File: config.mk
export PLATFORM = sky130hd
export DESIGN_NAME = rs_station_param
export DESIGN_NICKNAME = d
export VERILOG_FILES = /design/src/rtl/rs_station_param_pkg.sv /design/src/rtl/rs_station_param_age_matrix.sv /design/src/rtl/rs_station_param.sv
export SDC_FILE = /design/constraint.sdc
export NUM_CORES = 1
export LEC_CHECK = 0
export CAP_MARGIN = 20
export CORE_MARGIN = 2
export CORE_UTILIZATION = 47
export CTS_BUF_LIST = sky130_fd_sc_hd__clkbuf_8
export DETAILED_ROUTE_END_ITERATION = 8
export GPL_TIMING_DRIVEN = 0
export PLACE_DENSITY = 0.76
export SYNTH_ARGS = -nofsm -noshare
export SYNTH_HDL_FRONTEND = slang
export SYNTH_SLANG_ARGS = --single-unit
File: constraint.sdc
create_clock -name clk -period 4.62 [get_ports clk]
set_input_delay 0.924 -clock clk [delete_from_list [all_inputs] [get_ports clk]]
set_output_delay 0.924 -clock clk [all_outputs]
set_load 0.005 [all_outputs]
File: src/rtl/rs_station_param_pkg.sv
// Shared definitions for the parametrised reservation station: tag encoding,
// default widths and opcode encodings.
package rs_station_param_pkg;

    localparam int unsigned TAG_NONE     = 0;

    localparam int unsigned DEF_DATA_W   = 8;
    localparam int unsigned DEF_TAG_W    = 3;
    localparam int unsigned DEF_DEPTH    = 4;
    localparam int unsigned DEF_OPC_W    = 2;
    localparam int unsigned DEF_BASE_TAG = 1;

    typedef enum logic [1:0] {
        OP_ADD = 2'd0,
        OP_SUB = 2'd1,
        OP_MUL = 2'd2,
        OP_DIV = 2'd3
    } rs_op_e;

endpackage

File: src/rtl/rs_station_param_age_matrix.sv
// DEPTH x DEPTH age matrix: older_q[j][i] set means entry j was allocated before entry i.
// Reports the oldest entry among a request mask.
module rs_age_matrix #(
    parameter int unsigned DEPTH = 4
) (
    input  logic                       clk,
    input  logic                       rst,
    input  logic                       alloc_i,
    input  logic [$clog2(DEPTH)-1:0]   alloc_idx_i,
    input  logic [DEPTH-1:0]           req_i,
    output logic                       any_o,
    output logic [$clog2(DEPTH)-1:0]   grant_idx_o
);
    localparam int unsigned IDX_W = $clog2(DEPTH);

    logic [DEPTH-1:0][DEPTH-1:0] older_q, older_d;
    logic                        blocked;

    // A new entry is younger than everything; stale bits of free entries are masked by req_i.
    always_comb begin
        older_d = older_q;
        if (alloc_i) begin
            for (int unsigned i = 0; i < DEPTH; i++) begin
                older_d[alloc_idx_i][i] = 1'b0;
                older_d[i][alloc_idx_i] = (IDX_W'(i) != alloc_idx_i);
            end
        end
    end

    always_comb begin
        any_o       = |req_i;
        grant_idx_o = '0;
        blocked     = 1'b0;
        for (int unsigned i = 0; i < DEPTH; i++) begin
            if (req_i[i]) begin
                blocked = 1'b0;
                for (int unsigned j = 0; j < DEPTH; j++) begin
                    if (req_i[j] && older_q[j][i]) blocked = 1'b1;
                end
                if (!blocked) grant_idx_o = IDX_W'(i);
            end
        end
    end

    always_ff @(posedge clk or posedge rst) begin
        if (rst) older_q <= '0;
        else     older_q <= older_d;
    end

endmodule

File: src/rtl/rs_station_param.sv
// Parametrised reservation station: DEPTH entries with CDB snoop/bypass wakeup and
// oldest-ready dispatch over a valid/ready handshake that locks while stalled.
module rs_station_param
    import rs_station_param_pkg::*;
#(
    parameter int unsigned DATA_W   = DEF_DATA_W,
    parameter int unsigned TAG_W    = DEF_TAG_W,
    parameter int unsigned DEPTH    = DEF_DEPTH,
    parameter int unsigned OPC_W    = DEF_OPC_W,
    parameter int unsigned BASE_TAG = DEF_BASE_TAG
) (
    input  logic                         clk,
    input  logic                         rst,
    input  logic                         flush,
    input  logic                         issue_valid,
    output logic                         issue_ready,
    input  logic [OPC_W-1:0]             issue_op,
    input  logic [DATA_W-1:0]            issue_vj,
    input  logic [TAG_W-1:0]             issue_qj,
    input  logic [DATA_W-1:0]            issue_vk,
    input  logic [TAG_W-1:0]             issue_qk,
    output logic [TAG_W-1:0]             issue_tag,
    input  logic                         cdb_valid,
    input  logic [TAG_W-1:0]             cdb_tag,
    input  logic [DATA_W-1:0]            cdb_data,
    output logic                         disp_valid,
    input  logic                         disp_ready,
    output logic [OPC_W-1:0]             disp_op,
    output logic [DATA_W-1:0]            disp_vj,
    output logic [DATA_W-1:0]            disp_vk,
    output logic [TAG_W-1:0]             disp_tag,
    output logic [$clog2(DEPTH+1)-1:0]   count,
    output logic                         full,
    output logic                         empty
);
    localparam int unsigned IDX_W = $clog2(DEPTH);
    localparam int unsigned CNT_W = $clog2(DEPTH+1);

    logic [DEPTH-1:0]  busy_q, busy_d;
    logic [OPC_W-1:0]  op_q [DEPTH];
    logic [OPC_W-1:0]  op_d [DEPTH];
    logic [DATA_W-1:0] vj_q [DEPTH];
    logic [DATA_W-1:0] vj_d [DEPTH];
    logic [DATA_W-1:0] vk_q [DEPTH];
    logic [DATA_W-1:0] vk_d [DEPTH];
    logic [TAG_W-1:0]  qj_q [DEPTH];
    logic [TAG_W-1:0]  qj_d [DEPTH];
    logic [TAG_W-1:0]  qk_q [DEPTH];
    logic [TAG_W-1:0]  qk_d [DEPTH];
    logic              lock_q, lock_d;
    logic [IDX_W-1:0]  lock_idx_q, lock_idx_d;

    logic [IDX_W-1:0]  free_idx, grant_idx, sel_idx;
    logic              free_found, any_ready;
    logic [DEPTH-1:0]  ready;
    logic [CNT_W-1:0]  cnt;
    logic              cdb_hit, issue_fire, disp_fire;

    always_comb begin
        free_idx   = '0;
        free_found = 1'b0;
        cnt        = '0;
        for (int unsigned i = 0; i < DEPTH; i++) begin
            if (!busy_q[i] && !free_found) begin
                free_idx   = IDX_W'(i);
                free_found = 1'b1;
            end
            cnt      = cnt + CNT_W'(busy_q[i]);
            ready[i] = busy_q[i] && (qj_q[i] == TAG_W'(TAG_NONE)) && (qk_q[i] == TAG_W'(TAG_NONE));
        end
    end

    assign count       = cnt;
    assign full        = (cnt == CNT_W'(DEPTH));
    assign empty       = (cnt == '0);
    assign issue_ready = !full;
    assign issue_tag   = TAG_W'(BASE_TAG) + TAG_W'(free_idx);

    rs_age_matrix #(.DEPTH(DEPTH)) u_age (
        .clk         (clk),
        .rst         (rst),
        .alloc_i     (issue_fire),
        .alloc_idx_i (free_idx),
        .req_i       (ready),
        .any_o       (any_ready),
        .grant_idx_o (grant_idx)
    );

    // A stalled presentation is pinned to its entry so an older wakeup cannot swap it.
    assign sel_idx    = lock_q ? lock_idx_q : grant_idx;
    assign disp_valid = lock_q || any_ready;
    assign disp_op    = disp_valid ? op_q[sel_idx] : '0;
    assign disp_vj    = disp_valid ? vj_q[sel_idx] : '0;
    assign disp_vk    = disp_valid ? vk_q[sel_idx] : '0;
    assign disp_tag   = disp_valid ? (TAG_W'(BASE_TAG) + TAG_W'(sel_idx)) : '0;

    assign cdb_hit    = cdb_valid && (cdb_tag != TAG_W'(TAG_NONE));
    assign issue_fire = issue_valid && !full && !flush;
    assign disp_fire  = disp_valid && disp_ready && !flush;

    always_comb begin
        busy_d     = busy_q;
        op_d       = op_q;
        vj_d       = vj_q;
        vk_d       = vk_q;
        qj_d       = qj_q;
        qk_d       = qk_q;
        lock_d     = lock_q;
        lock_idx_d = lock_idx_q;
        if (flush) begin
            busy_d = '0;
            lock_d = 1'b0;
        end else begin
            for (int unsigned i = 0; i < DEPTH; i++) begin
                if (busy_q[i] && cdb_hit && qj_q[i] == cdb_tag) begin
                    vj_d[i] = cdb_data;
                    qj_d[i] = TAG_W'(TAG_NONE);
                end
                if (busy_q[i] && cdb_hit && qk_q[i] == cdb_tag) begin
                    vk_d[i] = cdb_data;
                    qk_d[i] = TAG_W'(TAG_NONE);
                end
            end
            if (disp_fire) begin
                busy_d[sel_idx] = 1'b0;
                lock_d          = 1'b0;
            end else if (disp_valid) begin
                lock_d     = 1'b1;
                lock_idx_d = sel_idx;
            end
            if (issue_fire) begin
                busy_d[free_idx] = 1'b1;
                op_d[free_idx]   = issue_op;
                if (cdb_hit && issue_qj == cdb_tag) begin
                    vj_d[free_idx] = cdb_data;
                    qj_d[free_idx] = TAG_W'(TAG_NONE);
                end else begin
                    vj_d[free_idx] = issue_vj;
                    qj_d[free_idx] = issue_qj;
                end
                if (cdb_hit && issue_qk == cdb_tag) begin
                    vk_d[free_idx] = cdb_data;
                    qk_d[free_idx] = TAG_W'(TAG_NONE);
                end else begin
                    vk_d[free_idx] = issue_vk;
                    qk_d[free_idx] = issue_qk;
                end
            end
        end
    end

    always_ff @(posedge clk or posedge rst) begin
        if (rst) begin
            busy_q     <= '0;
            op_q       <= '{default: '0};
            vj_q       <= '{default: '0};
            vk_q       <= '{default: '0};
            qj_q       <= '{default: '0};
            qk_q       <= '{default: '0};
            lock_q     <= 1'b0;
            lock_idx_q <= '0;
        end else begin
            busy_q     <= busy_d;
            op_q       <= op_d;
            vj_q       <= vj_d;
            vk_q       <= vk_d;
            qj_q       <= qj_d;
            qk_q       <= qk_d;
            lock_q     <= lock_d;
            lock_idx_q <= lock_idx_d;
        end
    end

endmodule

==> results of run 1 <==
cells in the final DEF, fill, tap and decap left out, types with 7 or more instances in the layout:
| cell | Yosys | routed |
|---|---|---|
| nand2b_1 | 10 | 10 |
| nor2_1 | 11 | 11 |
| nand3_1 | 26 | 26 |
| nand2_1 | 113 | 113 |
| dfrtp_1 | 115 | 115 |
| mux2i_1 | 36 | 36 |
| inv_1 | 15 | 15 |
| o21ai_0 | 88 | 88 |
| o21bai_1 | 8 | 8 |
| clkdlybuf4s50_1 | 0 | 63 |
| xor2_1 | 24 | 24 |
| and2_1 | 17 | 17 |
| a22oi_1 | 64 | 64 |
| nor4_1 | 13 | 11 |
| buf_4 | 2 | 7 |
| clkbuf_8 | 0 | 20 |
| clkbuf_1 | 36 | 36 |
| ha_1 | 12 | 12 |
| mux2_2 | 19 | 19 |
| o22ai_1 | 16 | 15 |
where the power goes:
part / switching (µW) / internal, µW
clock: 413 / 621
combinational: 555 / 463
sequential: 215 / 1320
flip-flops by register name (all words and copies together), names as in the netlist, 2 cells and up, named ones only:
name and flops:
busy_q 4, lock_idx_q 2, op_q 8, qj_q 12, qk_q 12, u_age.older_q 6, vj_q 32, vk_q 32
tightest hold or removal path, stage by stage, from the launching register on:
cell and delay, ns:
dfrtp_1 0.34, nand2_1 0.05, o21ai_0 0.06
cells by family after synthesis:
group                    count (synthesis)  synth area share (%)
XOR/XNOR                                30                  4.10
flip-flops                             115                  44.9
adder cells (fa/ha/maj)                 13                  2.65
buffers and inverters                   66                  4.45
AO/OA/AOI/OAI                          198                  19.9
multiplexers                            55                  8.95
AND/OR/NAND/NOR                        208                  15.2
stage by stage:
stage / power (µW) / setup slack [ns] / utilization (%) / cells / setup TNS [ns]
after global routing: 3780 / 0.000583 / 58.8 / 960 / 0
after detailed placement: 2510 / 0.449 / 54.9 / 925 / 0
after CTS: 3550 / 0.0404 / 58.4 / 956 / 0
after global placement: 2440 / -0.839 / 54.7 / 924 / -95.27
after floorplan: 2130 / 0.652 / - / 685 / 0
final: 3590 / 0.0830 / 58.8 / 960 / 0
timing repair:
item                       CTS  global route
buffers inserted             0             4
gates resized for setup      6             7
pin swaps                    0             3
setup endpoints to repair   18            12
worst max path at each step:
stage                              startpoint                   end  depth (start not counted)  slack (ns)
after global placement                    rst  vk_q[11]$_DFFE_PP0N_                          2       -0.84
after detailed placement  qj_q[0]$_DFFE_PP0N_            disp_vk[0]                          8        0.45
after floorplan                           rst             async pin                          1        0.65
after global routing      qj_q[5]$_DFFE_PP0N_           disp_tag[1]                          9      0.0006
after CTS                 qj_q[5]$_DFFE_PP0N_            disp_vk[0]                          9        0.04
final                     qj_q[5]$_DFFE_PP0N_           disp_tag[1]                          9        0.08
layout make-up:
| type | instances | area (µm²) |
|---|---|---|
| Buffer | 50 | 234 |
| Inverter | 16 | 65.1 |
| Tap cell | 176 | 220 |
| Multi-Input combinational cell | 504 | 3300 |
| Clock inverter | 11 | 159 |
| Timing Repair Buffer | 68 | 688 |
| Sequential cell | 115 | 2880 |
| Clock buffer | 20 | 275 |
| Fill cell | 1097 | 5480 |
routing by layer:
metal  global-route usage, %  vias up  share of wire (%)
li1                        -     2632                  -
met1                    38.9     2904                 41
met2                    42.8      363                 47
met3                    6.04       45                9.7
met4                    12.1        0                2.3
met5                       0        -                  0
==> flow_summary.ini, run 1 <==
[global_routing]
grt_pass1_wl_um = 31400
grt.total_usage_pct = 28.2
grt_pass1_vias = 5789
grt_max_degree = 67
grt_overflow = 0
antenna_found_initial = 0

[setup_path]
ff2ff_setup_slack_ns = 0.41
crit_path_end_kind = output port
cpMostUsedCell = or4_4
worst-path-buf-inv = 2
path_cells = or4_4, or4_4, a41o_1, a41oi_2, nor2_4, buf_4, ha_1, and2_1, clkdlybuf4s50_1
worstRegToRegCells = 13
path_delay_family = simple AND/OR/NAND/NOR gates
critPathLaunchType = flop
critPathArrivalTime_ns = 3.61
path_class = flop to output port
cpMaxStageDelayCell = or4_4
slowest_delay_ns = 0.57
cp_max_fo = 3
r2r-start = busy_q[0]$_DFF_PP0_
worstPathRequired_ns = 3.70
timing.rr.end = vk_q[15]$_DFFE_PP0N_

[sta]
worst_pin_slew_ns = 0.845
drv_slew = 0
rsz0062_at_grt = no
period_share_pct = 98.2
hold_viol = 0
fmax_mhz = 220
max_slew_margin_pct = 43.6
fin_skew_ns = 0.00848
setup_viol_count_final = 0
fin_hold_ws_ns = 0.481
period_minus_slack_ns = 4.54

[min_path]
worstHoldStart = vj_q[19]$_DFFE_PP0N_
holdPathStages = 2
hold_path_class = flop to flop
holdPathEnd = vj_q[19]$_DFFE_PP0N_

[placed_design]
place_congestion = 0.875
port_buffers = 63
placed_area_um2 = 7300
dp_hpwl_um = 13500

[clock_network]
hold_buffers = 0
clock_latency_ns = 0.45
root_buffer = clkbuf_8
clockBufferDepth = 2
cts_sinks = 115
cts_htree_levels = 4
clk_pin_slew_worst_paths_ns = 0.07
cts_tree = done
cts_inserted_buffers = 17

[yosys]
synthesis.nets = 739
synth_ff_type = dfrtp_1
synth_top_area_cell = dfrtp_1
synthArstFlopShare_pct = 100
synth.area.top_cells = dfrtp_1, a22oi_1, o21ai_0
ys_ff_latch = 115
netlist_area_um2 = 6420
synth.most_common_cell = dfrtp_1
syn_inst = 685
syn_area_per_cell_um2 = 9.37
synth_edf_count = 0
ys_top_cells_by_count = dfrtp_1, nand2_1, o21ai_0
yosysTopAreaCellShare_pct = 44.9
yosysSeqAreaShare_pct = 44.9
synth_cell_types = 46
ys_warn_count = 0

[die]
ios = 72
start_util_pct = 48.3
core_um2 = 13300
die_area_um2 = 14600
std_cell_rows = 42
die_h_um = 121
die_w_um = 121

[layout]
diodes = 0
area_delta_synth_final_pct = 21.9
layout-drive-gt1-share_pct = 10.3
final_cell_area_um2 = 7820
fin_nets = 826

[power]
leakagePower_uw = 0.00325
power_density_nw_per_um2 = 459
ir_worst_vdd_mv = 0.236

[detailed_routing]
viasPerCell = 6.19
wire_per_inst_um = 20.8
drtIter0Drc = 696
wirelength_um = 19900
via_count = 5944
drtAntennaViolNets = 0
route.detailed.drc = 0
first_pass_iters = 5

[run_status]
outcome = finished clean

[run]
drv_cap = 0
No activity file was read; power rests on OpenSTA's default activity.
==> run 2: changes to the inputs <==
- ABC_CLOCK_PERIOD_IN_PS: unset -> 4620
- SKIP_LAST_GASP: unset -> 1
==> flow_summary.ini, run 2 (synthesis results as in run 1) <==
[die]
die_h_um = 121
die_area_um2 = 14600
ios = 72
core_um2 = 13300
start_util_pct = 48.3
die_w_um = 121
std_cell_rows = 42

[clock_network]
cts_tree = done
clk_pin_slew_worst_paths_ns = 0.07
clock_latency_ns = 0.45
root_buffer = clkbuf_8
cts_inserted_buffers = 17
clockBufferDepth = 2
cts_sinks = 115
cts_htree_levels = 4

[power]
fin_total_pwr_uw = 3590
power_density_nw_per_um2 = 459
ir_worst_vdd_mv = 0.235
leakagePower_uw = 0.00325

[global_routing]
grt.total_usage_pct = 28.2
antenna_found_initial = 0
grt_pass1_vias = 5797
grt_overflow = 0
grt_pass1_wl_um = 31400
grt_max_degree = 67

[sta]
hold_viol = 0
fmax_mhz = 221
setup_ws_ns = 0.0862
period_share_pct = 98.1
worst_pin_slew_ns = 0.864
fin_setup_tns_ns = 0
period_minus_slack_ns = 4.53
max_slew_margin_pct = 42.3
setup_viol_count_final = 0
drv_slew = 0
rsz0062_at_grt = yes
fin_skew_ns = 0.0117

[placed_design]
pre_cts_slack_ns = 0.449
place_congestion = 0.875
port_buffers = 63
dp_hpwl_um = 13500

[detailed_routing]
drtAntennaViolNets = 0
route.detailed.drc = 0
drtIter0Drc = 699
wire_per_inst_um = 20.8
viasPerCell = 6.22
first_pass_iters = 5
via_count = 5974
wirelength_um = 20000

[setup_path]
worstRegToRegCells = 13
ff2ff_setup_slack_ns = 0.39
crit_path_end_kind = output port
critPathLaunchType = flop
path_class = flop to output port
cp_max_fo = 11
critPathArrivalTime_ns = 3.61
worstPathRequired_ns = 3.70

[layout]
final_cell_mix = dfrtp_1, nand2_1, o21ai_0
area_delta_synth_final_pct = 21.8
mostFrequentLayoutCell = dfrtp_1
fin_nets = 826
top_regs = vj_q (32), vk_q (32)
diodes = 0
layout-drive-gt1-share_pct = 10.2

[min_path]
hold_path_class = flop to flop
holdPathStages = 2

[run]
drv_cap = 0

[run_status]
outcome = finished clean
-- run 2: layout make-up --
class | instances | area, µm²
fillers | 1101 | 5480
clock buffers | 20 | 275
multi-input cells | 504 | 3290
well taps | 176 | 220
inverters | 16 | 65.1
plain buffers | 50 | 234
repair buffers | 68 | 688
clock inverters | 11 | 159
flip-flops and latches | 115 | 2880
-- run 2: worst max-delay path, stage by stage, from the launching register on --
cell and delay, ns:
dfrtp_1 0.41, or4_4 0.58, or4_1 0.51, o2111ai_1 0.17, a41oi_2 0.26, nor2_4 0.23
inv_4 0.12, buf_6 0.18, o22ai_1 0.15, clkdlybuf4s50_1 0.53
-- run 2: metrics by stage --
stage | instance area (µm²) | hold slack [ns] | utilization (%) | instances
2_1_floorplan | 6420 | 0.445 | - | 685
4_1_cts | 7750 | 0.484 | 58.3 | 956
6_report | 7810 | 0.479 | 58.8 | 960
3_5_place_dp | 7300 | 0.469 | 54.9 | 925
3_3_place_gp | 7270 | 0.460 | 54.7 | 924
5_1_grt | 7810 | 0.502 | 58.8 | 960
-- run 2: routing by layer --
layer	share of wire, %	GRT usage [%]
met5	0	0
met4	2.3	12.1
met3	9.4	6.13
met2	47	42.8
met1	41	38.8
-- run 2: repair_timing --
item / in CTS / in global routing
endpoints found under the setup margin: 18 / 18
resized for setup: 5 / 7
setup buffers: 0 / 4
hold buffers: 0 / 0
pin swaps: 0 / 3
-- run 2: worst paths after layout --
path,startpoint,to
setup / recovery,qj_q[0]$_DFFE_PP0N_,disp_vk[6]
hold / removal,vj_q[19]$_DFFE_PP0N_,vj_q[19]$_DFFE_PP0N_
setup reg to reg,busy_q[0]$_DFF_PP0_,vk_q[1]$_DFFE_PP0N_
hold reg to reg,vj_q[19]$_DFFE_PP0N_,vj_q[19]$_DFFE_PP0N_
max in group asynchronous,rst,vk_q[1]$_DFFE_PP0N_
min in group asynchronous,rst,lock_idx_q[1]$_DFFE_PP0P_
-- run 2: power breakdown --
group	internal [µW]	switching (µW)
combinational	463	555
sequential	1320	215
clock	621	415
==> run 3: changes to the inputs <==
- REMOVE_ABC_BUFFERS: unset -> 1
==> flow_summary.ini, run 3 (synthesis results as in run 1) <==
[run_status]
outcome = finished clean

[detailed_routing]
wirelength_um = 18100
viasPerCell = 6.08
wire_per_inst_um = 19.6
drtIter0Drc = 521
route.detailed.drc = 0
via_count = 5597
drtAntennaViolNets = 0
first_pass_iters = 6

[placed_design]
dp.cells = 886
pre_cts_slack_ns = 0.0310
dp_hpwl_um = 11800
port_buffers = 71
place_congestion = 0.922

[setup_path]
crit_cells = 8
r2r-start = busy_q[0]$_DFF_PP0_
path_delay_family = simple AND/OR/NAND/NOR gates
worstPathRequired_ns = 3.70
cp-endpoint = disp_vk[3]
timing.rr.end = vj_q[20]$_DFFE_PP0N_
cp_max_fo = 19
worstRegToRegCells = 12
path_class = flop to output port
critPathLaunchType = flop
crit_start = qj_q[5]$_DFFE_PP0N_
ff2ff_setup_slack_ns = 0.26
worst-path-buf-inv = 2
cpMostUsedCell = or4_4
cpMaxStageDelayCell = or4_4
critPathArrivalTime_ns = 3.64
crit_path_end_kind = output port
path_cells = or4_4, or4_4, a41o_1, a41oi_2, o21ai_4, buf_12, o22ai_1, clkdlybuf4s50_1
slowest_delay_ns = 0.58

[sta]
setup_viol_count_final = 0
setup_ws_ns = 0.0552
drv_slew = 0
fin_skew_ns = 0.0142
period_share_pct = 98.8
worst_pin_slew_ns = 1.06
period_minus_slack_ns = 4.56
hold_viol = 0
fmax_mhz = 219
rsz0062_at_grt = yes
max_slew_margin_pct = 29.1

[clock_network]
cts_htree_levels = 4
clock_latency_ns = 0.44
clk_pin_slew_worst_paths_ns = 0.07
cts_tree = done
cts_sinks = 115
clockBufferDepth = 2
hold_buffers = 0
root_buffer = clkbuf_8
cts_inserted_buffers = 17

[die]
core_um2 = 13300
die_h_um = 121
die_area_um2 = 14600
die_w_um = 121
std_cell_rows = 42
ios = 72
start_util_pct = 48.3

[layout]
stdcell_count = 921
fin_nets = 786
area_delta_synth_final_pct = 20.9
fillers = 1122
top_regs = vj_q (32), vk_q (32)
fin_util_pct = 58.3
final_cell_mix = dfrtp_1, nand2_1, o21ai_0
mostFrequentLayoutCell = dfrtp_1
diodes = 0
layout-drive-gt1-share_pct = 10.1

[min_path]
hold_path_class = flop to flop
worstHoldStart = op_q[5]$_DFFE_PP0P_

[global_routing]
grt_use_met2_pct = 41.9
grt_use_met1_pct = 32.9
grt_pass1_wl_um = 29000
grt.total_usage_pct = 25.7
use_met3_pct = 4.81
grt_max_degree = 67
antenna_found_initial = 0
grt_overflow = 0
busiest_layer = met2
grt_pass1_vias = 5538

[run]
drv_cap = 0

[power]
power_density_nw_per_um2 = 458
ir_worst_vdd_mv = 0.204
leakagePower_uw = 0.00323
[run 3: final cells by class]
class | instances | area [µm²] | area share [%]
inverter | 16 | 65.1 | 0.839
clock inverter | 11 | 158 | 2.03
sequential | 115 | 2880 | 37.1
clock buffer | 21 | 289 | 3.73
timing repair buffer | 78 | 841 | 10.8
multi-input combinational | 504 | 3310 | 42.6
tap | 176 | 220 | 2.84
[run 3: metal layers]
| metal | part of all wire, % | vias up |
|---|---|---|
| li1 | - | 2548 |
| met1 | 41 | 2748 |
| met2 | 48 | 256 |
| met3 | 7.4 | 45 |
| met4 | 2.8 | 0 |
| met5 | 0 | - |
[run 3: worst min path at each step]
stage / to / slack, ns / cells past startpoint
detailed placement: op_q[5]$_DFFE_PP0P_ / 0.46 / 2
global route: vk_q[31]$_DFFE_PP0N_ / 0.50 / 2
CTS: op_q[5]$_DFFE_PP0P_ / 0.48 / 2
floorplan: op_q[4]$_DFFE_PP0P_ / 0.44 / 2
global placement: op_q[7]$_DFFE_PP0P_ / 0.46 / 2
finish: op_q[5]$_DFFE_PP0P_ / 0.48 / 2
[run 3: power by group]
part           internal (µW)  switching (µW)  total [µW]
clock network            638             407        1050
registers               1320             212        1530
logic                    455             526         981
total                   2410            1140        3560
[run 3: timing repair]
item / in CTS / in global routing
endpoints found under the hold margin: 0 / 0
setup buffers: 2 / 0
pin swaps: 2 / 1
endpoints found under the setup margin: 19 / 36
resized for setup: 1 / 10
[run 3: per-stage QoR]
step	power (µW)	setup TNS [ns]	hold slack (ns)	instance area (µm²)
6_report	3560	0	0.479	7760
5_1_grt	3760	-0.103	0.500	7760
3_3_place_gp	2410	-278.89	0.458	7120
4_1_cts	3540	0	0.480	7710
2_1_floorplan	2100	-18.45	0.445	6190
3_5_place_dp	2490	0	0.463	7230
[run 3: worst reg2reg max path, cell delays in order (launching register included)]
cell,delay (ns)
dfrtp_1,0.52
fa_1,0.53
ha_1,0.19
ha_1,0.32
nor2_1,0.06
nand2_1,0.08
inv_1,0.06
nor3b_1,0.49
clkbuf_2,0.29
and2_1,0.86
o21bai_1,0.52
nand2_1,0.20
o21ai_0,0.10
